--- src/rtl/mac_array_ctrl_if.sv ---
// Command, SRAM-read, instruction and status bundle between the core and the MAC array sequencer.
interface mac_array_ctrl_if #(
  parameter int unsigned row    = 8,
  parameter int unsigned col    = 8,
  parameter int unsigned len_bw = 8
);
  logic                start;
  logic [len_bw-1:0]   kern_len;
  logic [len_bw-1:0]   exec_len;
  logic [col-1:0]      valid_in;
  logic                mem_rd;
  logic [len_bw:0]     mem_addr;
  logic [2*row-1:0]    inst_w;
  logic                ofifo_wr;
  logic                busy;
  logic                done;
  logic                err;

  // Sequencer side
  modport slave (
    input  start, kern_len, exec_len, valid_in,
    output mem_rd, mem_addr, inst_w, ofifo_wr, busy, done, err
  );

  // Core / environment side
  modport master (
    output start, kern_len, exec_len, valid_in,
    input  mem_rd, mem_addr, inst_w, ofifo_wr, busy, done, err
  );
endinterface

--- src/rtl/mac_array_ctrl.sv ---
// Sequencer for the systolic MAC array: kernel load, gap, execute, drain with timeout.
module mac_array_ctrl #(
  parameter int unsigned row       = 8,
  parameter int unsigned col       = 8,
  parameter int unsigned len_bw    = 8,
  parameter int unsigned gap       = 8,
  parameter int unsigned drain_max = 64
) (
  input  logic             clk,
  input  logic             reset,
  mac_array_ctrl_if.slave  bus
);

  localparam int unsigned VC_W   = len_bw + 1;
  localparam int unsigned GAP_W  = $clog2(gap + 1);
  localparam int unsigned DRN_W  = $clog2(drain_max + 1);
  localparam int unsigned CNT_W0 = (GAP_W > DRN_W) ? GAP_W : DRN_W;
  localparam int unsigned CNT_W  = (CNT_W0 > len_bw) ? CNT_W0 : len_bw;

  localparam logic [2:0] S_IDLE  = 3'd0;
  localparam logic [2:0] S_LOAD  = 3'd1;
  localparam logic [2:0] S_GAP   = 3'd2;
  localparam logic [2:0] S_EXEC  = 3'd3;
  localparam logic [2:0] S_DRAIN = 3'd4;
  localparam logic [2:0] S_DONE  = 3'd5;

  logic [2:0]            r_state;
  logic [2:0]            w_state_nxt;
  logic [CNT_W-1:0]      r_cnt;
  logic [CNT_W-1:0]      w_cnt_inc;
  logic [len_bw-1:0]     r_k;
  logic [len_bw-1:0]     r_e;
  logic [VC_W-1:0]       r_vcnt;
  logic [VC_W-1:0]       w_vcnt_nxt;
  logic [VC_W-1:0]       r_addr;
  logic                  r_mem_rd;
  logic                  r_busy;
  logic                  r_done;
  logic                  r_err;
  logic                  w_timeout;
  logic                  w_valid;
  logic                  w_accept;
  logic [row-1:0][1:0]   r_inst;
  logic                  w_unused_valid;

  // Only the last column's valid is counted; the rest of the bus is observed but unused
  assign w_valid        = bus.valid_in[col-1];
  assign w_unused_valid = ^bus.valid_in;
  assign w_accept       = (r_state == S_IDLE) && bus.start;
  assign w_cnt_inc      = r_cnt + CNT_W'(1);

  // Saturating count of bottom-row valid pulses seen while busy
  always_comb begin
    w_vcnt_nxt = r_vcnt;
    if (w_valid && r_busy && (r_vcnt != '1)) begin
      w_vcnt_nxt = r_vcnt + VC_W'(1);
    end
  end

  // Next-state decode; completion is checked before timeout so a last-cycle pulse wins
  always_comb begin
    w_state_nxt = r_state;
    w_timeout   = 1'b0;
    case (r_state)
      S_IDLE: begin
        if (bus.start) begin
          if (bus.kern_len != '0)      w_state_nxt = S_LOAD;
          else if (bus.exec_len != '0) w_state_nxt = S_GAP;
          else                         w_state_nxt = S_DONE;
        end
      end
      S_LOAD: begin
        if (w_cnt_inc == CNT_W'(r_k)) w_state_nxt = (r_e != '0) ? S_GAP : S_DRAIN;
      end
      S_GAP: begin
        if (w_cnt_inc == CNT_W'(gap)) w_state_nxt = S_EXEC;
      end
      S_EXEC: begin
        if (w_cnt_inc == CNT_W'(r_e)) w_state_nxt = S_DRAIN;
      end
      S_DRAIN: begin
        if (w_vcnt_nxt >= VC_W'(r_e)) begin
          w_state_nxt = S_DONE;
        end else if (w_cnt_inc == CNT_W'(drain_max)) begin
          w_state_nxt = S_DONE;
          w_timeout   = 1'b1;
        end
      end
      S_DONE:  w_state_nxt = S_IDLE;
      default: w_state_nxt = S_IDLE;
    endcase
  end

  // State register, per-state cycle counter and registered status outputs
  always_ff @(posedge clk) begin
    if (!reset) begin
      r_state  <= S_IDLE;
      r_cnt    <= '0;
      r_busy   <= 1'b0;
      r_done   <= 1'b0;
      r_err    <= 1'b0;
      r_mem_rd <= 1'b0;
    end else begin
      r_state  <= w_state_nxt;
      r_cnt    <= ((w_state_nxt != r_state) || (r_state == S_IDLE)) ? '0 : w_cnt_inc;
      r_busy   <= (w_state_nxt != S_IDLE);
      r_done   <= (w_state_nxt == S_DONE);
      r_err    <= (w_state_nxt == S_DONE) && w_timeout;
      r_mem_rd <= (w_state_nxt == S_LOAD) || (w_state_nxt == S_EXEC);
    end
  end

  // Command latch, SRAM address walk and valid counter
  always_ff @(posedge clk) begin
    if (!reset) begin
      r_k    <= '0;
      r_e    <= '0;
      r_addr <= '0;
      r_vcnt <= '0;
    end else if (w_accept) begin
      r_k    <= bus.kern_len;
      r_e    <= bus.exec_len;
      r_addr <= '0;
      r_vcnt <= '0;
    end else begin
      r_vcnt <= w_vcnt_nxt;
      if (r_mem_rd) r_addr <= r_addr + VC_W'(1);
    end
  end

  // Instruction pipe: row 0 tags the SRAM data returning from last cycle's read, row r lags r more
  always_ff @(posedge clk) begin
    if (!reset) begin
      r_inst <= '0;
    end else begin
      r_inst[0] <= {(r_state == S_EXEC) && r_mem_rd, (r_state == S_LOAD) && r_mem_rd};
      for (int i = 1; i < int'(row); i++) begin
        r_inst[i] <= r_inst[i-1];
      end
    end
  end

  assign bus.mem_rd   = r_mem_rd;
  assign bus.mem_addr = r_addr;
  assign bus.inst_w   = r_inst;
  assign bus.ofifo_wr = w_valid & r_busy;
  assign bus.busy     = r_busy;
  assign bus.done     = r_done;
  assign bus.err      = r_err;

endmodule

--- src/flat_wrapper.sv ---
// flat-port wrapper written by rule: the top's interface ports become plain ports
module mac_array_ctrl_flat 
#(
  parameter int unsigned row       = 8,
  parameter int unsigned col       = 8,
  parameter int unsigned len_bw    = 8,
  parameter int unsigned gap       = 8,
  parameter int unsigned drain_max = 64
)
  (clk, reset, bus_start, bus_kern_len, bus_exec_len, bus_valid_in, bus_mem_rd, bus_mem_addr, bus_inst_w, bus_ofifo_wr, bus_busy, bus_done, bus_err);
  mac_array_ctrl_if #(.row(row), .col(col), .len_bw(len_bw)) bus_i ();
  input  logic clk;
  input  logic reset;
  input wire logic [$bits(bus_i.start)-1:0] bus_start;
  input wire logic [$bits(bus_i.kern_len)-1:0] bus_kern_len;
  input wire logic [$bits(bus_i.exec_len)-1:0] bus_exec_len;
  input wire logic [$bits(bus_i.valid_in)-1:0] bus_valid_in;
  output wire logic [$bits(bus_i.mem_rd)-1:0] bus_mem_rd;
  output wire logic [$bits(bus_i.mem_addr)-1:0] bus_mem_addr;
  output wire logic [$bits(bus_i.inst_w)-1:0] bus_inst_w;
  output wire logic [$bits(bus_i.ofifo_wr)-1:0] bus_ofifo_wr;
  output wire logic [$bits(bus_i.busy)-1:0] bus_busy;
  output wire logic [$bits(bus_i.done)-1:0] bus_done;
  output wire logic [$bits(bus_i.err)-1:0] bus_err;
  assign bus_i.start = bus_start;
  assign bus_i.kern_len = bus_kern_len;
  assign bus_i.exec_len = bus_exec_len;
  assign bus_i.valid_in = bus_valid_in;
  assign bus_mem_rd = bus_i.mem_rd;
  assign bus_mem_addr = bus_i.mem_addr;
  assign bus_inst_w = bus_i.inst_w;
  assign bus_ofifo_wr = bus_i.ofifo_wr;
  assign bus_busy = bus_i.busy;
  assign bus_done = bus_i.done;
  assign bus_err = bus_i.err;
  mac_array_ctrl #(.row(row), .col(col), .len_bw(len_bw), .gap(gap), .drain_max(drain_max)) u_core (.clk(clk), .reset(reset), .bus(bus_i));
endmodule
--- config.mk ---
export PLATFORM = sky130hd
export DESIGN_NAME = mac_array_ctrl_flat
export DESIGN_NICKNAME = d
export VERILOG_FILES = /design/src/rtl/mac_array_ctrl_if.sv /design/src/rtl/mac_array_ctrl.sv /design/src/flat_wrapper.sv
export SDC_FILE = /design/constraint.sdc
export NUM_CORES = 1
export LEC_CHECK = 0
export BUFFER_PORTS_ARGS = -buffer_cell sky130_fd_sc_hd__buf_2
export CORE_MARGIN = 2
export CORE_UTILIZATION = 50
export DETAILED_ROUTE_END_ITERATION = 6
export HOLD_SLACK_MARGIN = 0.08
export PLACE_DENSITY = 0.75
export SLEW_MARGIN = 10
export SYNTH_ARGS = -nofsm -noshare
export SYNTH_HDL_FRONTEND = slang
export SYNTH_SLANG_ARGS = --single-unit
--- constraint.sdc ---
create_clock -name clk -period 3.8 [get_ports clk]
set_clock_uncertainty 0.1 [all_clocks]
set_input_delay 0.57 -clock clk [delete_from_list [all_inputs] [get_ports clk]]
set_output_delay 0.57 -clock clk [all_outputs]
set_load 0.02 [all_outputs]
==> impl_metrics.env, run 1 <==
export IMPL_clock_sink_count=65
export IMPL_vdd_drop_max_uv=263
export IMPL_start_kind="flip-flop"
export IMPL_drv_slew=0
export IMPL_outcome="finished with violations"
export IMPL_fin_crit_ns=3.85
export IMPL_firstDrtPassIters=4
export IMPL_cts_buffer_depth=2
export IMPL_cts_root_buf="clkbuf_8"
export IMPL_drt_total_wl_mm=7.54
export IMPL_tightest_slew_ns=0.683
export IMPL_powerDensity_nw_per_um2=403
export IMPL_seq_area_sq_um=1300
export IMPL_fin_crit_sh_pct=101
export IMPL_gp_congestion=0.839
export IMPL_clk_pin_slew_ns=0.08
export IMPL_synth_top_area_cell="dfxtp_1"
export IMPL_hold_path_class="flip-flop to flip-flop"
export IMPL_syn_area_sq_um=3270
export IMPL_path_class="flip-flop to flip-flop"
export IMPL_rsz0062_at_grt="true"
export IMPL_relSlewSlack_pct=54.4
export IMPL_die_width_um=84.9
export IMPL_routed_via_density=5.53
export IMPL_synth_nets=414
export IMPL_first_iter_violations=163
export IMPL_finalSetupViolations=8
export IMPL_grt_pass1_wl_mm=12.3
export IMPL_cts_tree="done"
export IMPL_grt_pass1_vias=2646
export IMPL_yosysUniqueCellTypes=53
export IMPL_fillCellCount=517
export IMPL_boundaryPins=57
export IMPL_core_sq_um=6350
export IMPL_floorplan_initialDensity_pct=51.5
export IMPL_cts_made_buffers=9
export IMPL_synth_avg_cell_area_sq_um=8.73
export IMPL_rows=29
export IMPL_die_height_um=84.9
export IMPL_multi_input_area_sq_um=2010
export IMPL_synth_top_area_share_pct=39.8
export IMPL_htree_num_levels=3
export IMPL_area_delta_synth_final_pct=23.3
export IMPL_finalHoldViolations=0
export IMPL_final_util_pct=63.6
export IMPL_yosysWarnings=0
export IMPL_grtUsageTotal_pct=21.3
export IMPL_numPortBuffers=49
export IMPL_place_ws_ns=-0.104
export IMPL_yosysSeqAreaShare_pct=39.8
export IMPL_routedWlPerCell_um=14.7
export IMPL_antenna_left=0
export IMPL_grt_overflow=0
export IMPL_worst_skew_pair_late_latency_ns=0.34
export IMPL_failed_checks="setup timing"
export IMPL_dp_hpwl_mm=5.24
export IMPL_antenna_found_initial=0
export IMPL_fin_ws_ns=-0.0513
export IMPL_critPathMaxFanout=7
export IMPL_die_area_sq_um=7210
export IMPL_grt_start_max_net_pins=26
export IMPL_fmax_mhz=260
export IMPL_arrival_ns=4.01
export IMPL_synth_main_ff_cell="dfxtp_1"
export IMPL_drc_errors=0
export IMPL_synth_cells=375
export IMPL_synth_edf_count=0
export IMPL_vias=2836
export IMPL_finalNetCount=470
export IMPL_layout_drive_gt1_share_pct=28.0
export IMPL_cp_end_kind="flip-flop"
export IMPL_p_leak_uw=0.00167
export IMPL_async_flop_share_pct=0
export IMPL_n_antenna_cell=0
export IMPL_cts_hold_buf=0
export IMPL_synth_top_cells_by_area="dfxtp_1, nand2_1, xor2_1"
export IMPL_maxCapViolations=0
export IMPL_ys_ff_latch=65
export IMPL_required_ns=3.96
==> metal layers <==
layer  GRT usage, %  share of wire, %  vias to the layer above
met5              0                 0                        -
met4           10.2               1.6                        0
met3           4.09               5.4                       12
met2           34.5                48                       85
met1           27.4                45                     1331
li1               -                 -                     1408
==> placed cells by master (no fill, tap or decap), drive strengths merged, types with 2 or more instances in the layout <==
cell type / n
dfxtp: 65
buf: 61
nand2: 51
nor2: 32
a21oi: 22
nand3: 20
xor2: 18
and2: 18
xnor2: 16
inv: 16
ha: 12
nor2b: 10
clkbuf: 9
a211oi: 9
and3: 8
nor3: 7
nand4: 6
o21ai: 6
or4: 5
nor4: 4
a21o: 3
nand3b: 2
o21a: 2
mux2i: 2
nor3b: 2
a21boi: 2
o22ai: 2
o211ai: 2
xnor3: 2
clkinvlp: 2
bufinv: 2
and4: 2
a31oi: 2
==> report_power, final <==
group | internal [uW] | switching (uW) | total [uW]
Sequential | 701 | 25.1 | 727
Combinational | 94.7 | 137 | 232
Clock | 375 | 294 | 669
Total | 1170 | 456 | 1630
==> worst max-delay path: stages, from the launching register on <==
cell and delay (ns):
dfxtp_2 0.34, ha_4 0.16, and3_4 0.19, nand3_4 0.10, nor2_4 0.04, ha_2 0.15
nand3b_1 0.26, inv_2 0.14, nand2_1 0.08, xnor2_1 0.14, ha_1 0.21, or4_4 0.53
a21oi_4 0.15, o311ai_4 0.11, a311oi_2 0.28, o211ai_1 0.15, a21o_2 0.27, buf_12 0.15
a211oi_2 0.22
==> metrics by stage <==
step	power, uW	hold WS, ns	std cells	cell area (sq um)	TNS [ns]
finish	1630	0.358	513	4040	-0.280
global route	1690	0.372	513	4040	-1.44
CTS	1610	0.358	511	3870	0
detailed placement	942	0.342	492	3590	-0.765
global placement	935	0.337	492	3590	0
floorplan	881	0.337	375	3270	0
==> flip-flops by register name, summed over array words and instances, names as in the netlist <==
signal,flops
u_core.r_state,3
u_core.r_cnt,8
u_core.bus.err,1
u_core.r_e,8
u_core.r_k,8
u_core.bus.done,1
u_core.bus.busy,1
u_core.bus.mem_rd,1
u_core.bus.inst_w,16
u_core.r_vcnt,9
u_core.bus.mem_addr,9
==> final timing paths <==
kind,start,slack (ns),endpoint,cells after the start
max,u_core.r_vcnt[0],-0.05,u_core.r_cnt[7],18
min,u_core.bus.inst_w[12],0.36,u_core.bus.inst_w[14],1
min reg2reg,u_core.bus.inst_w[12],0.36,u_core.bus.inst_w[14],1
max reg2reg,u_core.r_vcnt[0],-0.05,u_core.r_cnt[7],18
==> repair_timing <==
action,CTS,global route
gates resized for setup,9,31
setup buffers,4,2
pin swaps,7,8
endpoints found under the setup margin,10,12
==> cell families after synthesis <==
group / Yosys count / synth area share, %
AOI/OAI and AO/OA: 59 / 13.6
xor gates and xnor gates: 36 / 10.7
adders and majority gates: 12 / 4.59
buffers and inverters: 30 / 4.36
DFF: 65 / 39.8
muxes: 2 / 0.612
and+or+nand+nor: 171 / 26.4
==> Yosys cell counts, types with 8 or more instances <==
cell and n:
xor2_1 18, and3_1 8, nor2_1 32, inv_1 14, ha_1 12, xnor2_1 15
nand3_1 20, nand2_1 51, and2_1 17, dfxtp_1 65, clkbuf_1 10, a21oi_1 22
a211oi_1 8, nor2b_1 10
==> area by class of cell <==
cell class	instances	area share, %
Multi-Input combinational cell	280	49.7
Sequential cell	65	32.3
Timing Repair Buffer	61	8.71
Clock buffer	9	3.07
Clock inverter	7	2.51
Tap cell	77	2.39
Inverter	14	1.30
(Power assumes the default switching activity.)
==> run 2, diff against run 1 <==
==> constraint.sdc (replaced) <==
create_clock -name clk -period 3.15 [get_ports clk]
set_clock_uncertainty 0.1 [all_clocks]
set_input_delay 0.4725 -clock clk [delete_from_list [all_inputs] [get_ports clk]]
set_output_delay 0.4725 -clock clk [all_outputs]
set_load 0.02 [all_outputs]
==> run 2 against run 1 <==
Net effect:
- wire length down 1.9%
- setup slack worse by 0.41 ns
- via count up 0.60%
- worst hold slack worse by 0.091 ns
- final cell count up 2.3%
- sequential share of layout area down 0.25 points
- critical path depth down 1
- the run still ends with setup timing left
- highest routed layer unchanged
- global-route usage up 0.52 points
- register-to-register slack worse by 0.41 ns
- sequential power up 20%
- fmax up 6.7%
- power up 15%
==> impl_metrics.env, run 2 (synthesis gave the netlist of run 1 again) <==
export IMPL_largest_reg_flops=16
export IMPL_powerDensity_nw_per_um2=458
export IMPL_vias=2853
export IMPL_critical_path_buf_inv_count=1
export IMPL_finalSetupViolations=12
export IMPL_rsz0062_at_grt="true"
export IMPL_floorplan_initialDensity_pct=51.5
export IMPL_failed_checks="setup timing"
export IMPL_hold_path_class="input port to flip-flop"
export IMPL_grtUsageTotal_pct=21.8
export IMPL_boundaryPins=57
export IMPL_multi_input_area_sq_um=1990
export IMPL_seq_area_sq_um=1300
export IMPL_worst_skew_pair_late_latency_ns=0.35
export IMPL_dp_hpwl_mm=5.28
export IMPL_reg2regPathDepth=17
export IMPL_dr_wl_met3_um=456
export IMPL_required_ns=3.30
export IMPL_cts_root_buf="clkbuf_8"
export IMPL_grt_start_max_net_pins=26
export IMPL_finalHoldViolations=0
export IMPL_fillCellCount=508
export IMPL_reg2reg_setup_slack_ns=-0.46
export IMPL_clock_sink_count=65
export IMPL_die_width_um=84.9
export IMPL_grt_overflow=0
export IMPL_p_leak_uw=0.00172
export IMPL_tightest_slew_ns=0.736
export IMPL_fmax_mhz=277
export IMPL_hp_start="bus_exec_len[7]"
export IMPL_outcome="finished with violations"
export IMPL_routedWlPerCell_um=14.1
export IMPL_rows=29
export IMPL_drc_errors=0
export IMPL_vdd_drop_max_uv=390
export IMPL_finalNonFillerCells=525
export IMPL_cts_hold_buf=0
export IMPL_arrival_ns=3.76
export IMPL_finalNetCount=482
export IMPL_first_iter_violations=149
export IMPL_grt_pass1_wl_mm=12.5
export IMPL_n_antenna_cell=0
export IMPL_relSlewSlack_pct=50.4
export IMPL_wl_met1_mm=3.35
export IMPL_critPathMaxStageDelay_ns=0.52
export IMPL_routed_via_density=5.43
export IMPL_die_height_um=84.9
export IMPL_firstDrtPassIters=4
export IMPL_cp_end_kind="flip-flop"
export IMPL_fin_ws_ns=-0.461
export IMPL_dpl_cell_count=499
export IMPL_area_delta_synth_final_pct=24.3
export IMPL_min_to="u_core.r_e[7]"
export IMPL_cts_tree="done"
export IMPL_fin_crit_sh_pct=115
export IMPL_critPathTopFamily="compound AO/OA/AOI/OAI gates"
export IMPL_final_common_cell="dfxtp_1"
export IMPL_die_area_sq_um=7210
export IMPL_cts_made_buffers=9
export IMPL_drt_total_wl_mm=7.40
export IMPL_htree_num_levels=3
export IMPL_dr_wl_met2_mm=3.45
export IMPL_numPortBuffers=49
export IMPL_fin_crit_ns=3.61
export IMPL_start_kind="flip-flop"
export IMPL_final_cell_mix="dfxtp_1, nand2_1, buf_2"
export IMPL_path_class="flip-flop to flip-flop"
export IMPL_layout_drive_gt1_share_pct=29.7
export IMPL_clk_pin_slew_ns=0.08
export IMPL_r2r_end="u_core.r_cnt[0]"
export IMPL_antenna_found_initial=0
export IMPL_cts_buffer_depth=2
export IMPL_antenna_left=0
export IMPL_min_path_cells=3
export IMPL_drv_slew=0
export IMPL_place_ws_ns=-0.498
export IMPL_regToRegStartpoint="u_core.r_vcnt[0]"
export IMPL_critPathSlowestCell="or4_4"
export IMPL_maxCapViolations=0
export IMPL_grt_pass1_vias=2753
export IMPL_cp_cell_sequence="ha_4 -> and3_4 -> nand3_4 -> nor2_2 -> ha_2 -> nand3b_1 -> buf_4 -> nand2_1 -> nand2_1 -> ha_2 -> or4_4 -> a21oi_2 -> o311ai_2 -> a311oi_1 -> o211ai_1 -> a21o_2 -> a2111oi_2"
export IMPL_core_sq_um=6350
export IMPL_top_layer="met4"
export IMPL_gp_congestion=0.916
export IMPL_critPathMaxFanout=8
run 2: cell types whose count changed in the layout (fill, tap and decap cells not counted), moves of 2 or more:
cell	delta
a211oi_1	+3
a211oi_2	-3
buf_4	+14
clkinv_4	+2
clkinvlp_4	-2
nand2_1	+2
nand2_2	-2
run 2: metal layers:
metal | up-vias | global-route usage [%]
li1 | 1430 | -
met1 | 1321 | 27.0
met2 | 88 | 36.1
met3 | 14 | 5.16
met4 | 0 | 10.1
met5 | - | 0
run 2: through the flow:
stage	instance area, sq um	utilization, %	power [uW]	hold WS (ns)	TNS, ns
after detailed placement	3660	57.7	1130	0.346	-4.77
after global routing	4070	64.1	1950	0.273	-7.17
after global placement	3660	57.7	1130	0.339	-3.66
after CTS	4000	63.1	1860	0.266	-4.52
final	4070	64.1	1860	0.266	-4.69
after floorplan	3310	-	1060	0.337	-1.76
run 2: what timing repair did:
action / CTS / global route
setup buffers: 7 / 3
pin swaps: 10 / 3
gates resized for setup: 20 / 7
setup endpoints to repair: 12 / 13
run 2: worst max path at each step:
stage | slack, ns | end | start | cells after the start
2_1_floorplan | -0.28 | u_core.r_cnt[0] | u_core.r_vcnt[1] | 17
3_3_place_gp | -0.39 | u_core.bus.busy | u_core.r_vcnt[1] | 18
3_5_place_dp | -0.50 | u_core.bus.busy | u_core.r_vcnt[1] | 18
4_1_cts | -0.46 | u_core.r_cnt[0] | u_core.r_vcnt[0] | 17
5_1_grt | -0.68 | u_core.r_cnt[0] | u_core.r_vcnt[0] | 17
6_report | -0.46 | u_core.r_cnt[0] | u_core.r_vcnt[0] | 17
run 2: cell type report:
cell class | count | area share [%]
inverters | 14 | 1.29
flip-flops and latches | 65 | 32.1
multi-input cells | 280 | 48.8
clock buffers | 9 | 3.05
clock inverters | 7 | 1.94
well taps | 77 | 2.37
repair buffers | 73 | 10.5
run 2: worst reg2reg max path: cells and delay by family (launching register included):
kind,cells,cell delay [ns]
flops,1,0.34
simple gates,7,1.19
fa+ha+maj,3,0.48
compound gates,6,1.22
buf+inv,1,0.21
run 2: report_power, final:
group          switching [uW]  leakage, uW  internal, uW
Combinational             161      0.00109           114
Sequential               29.2     0.000528           846
Clock                     340     0.000104           373
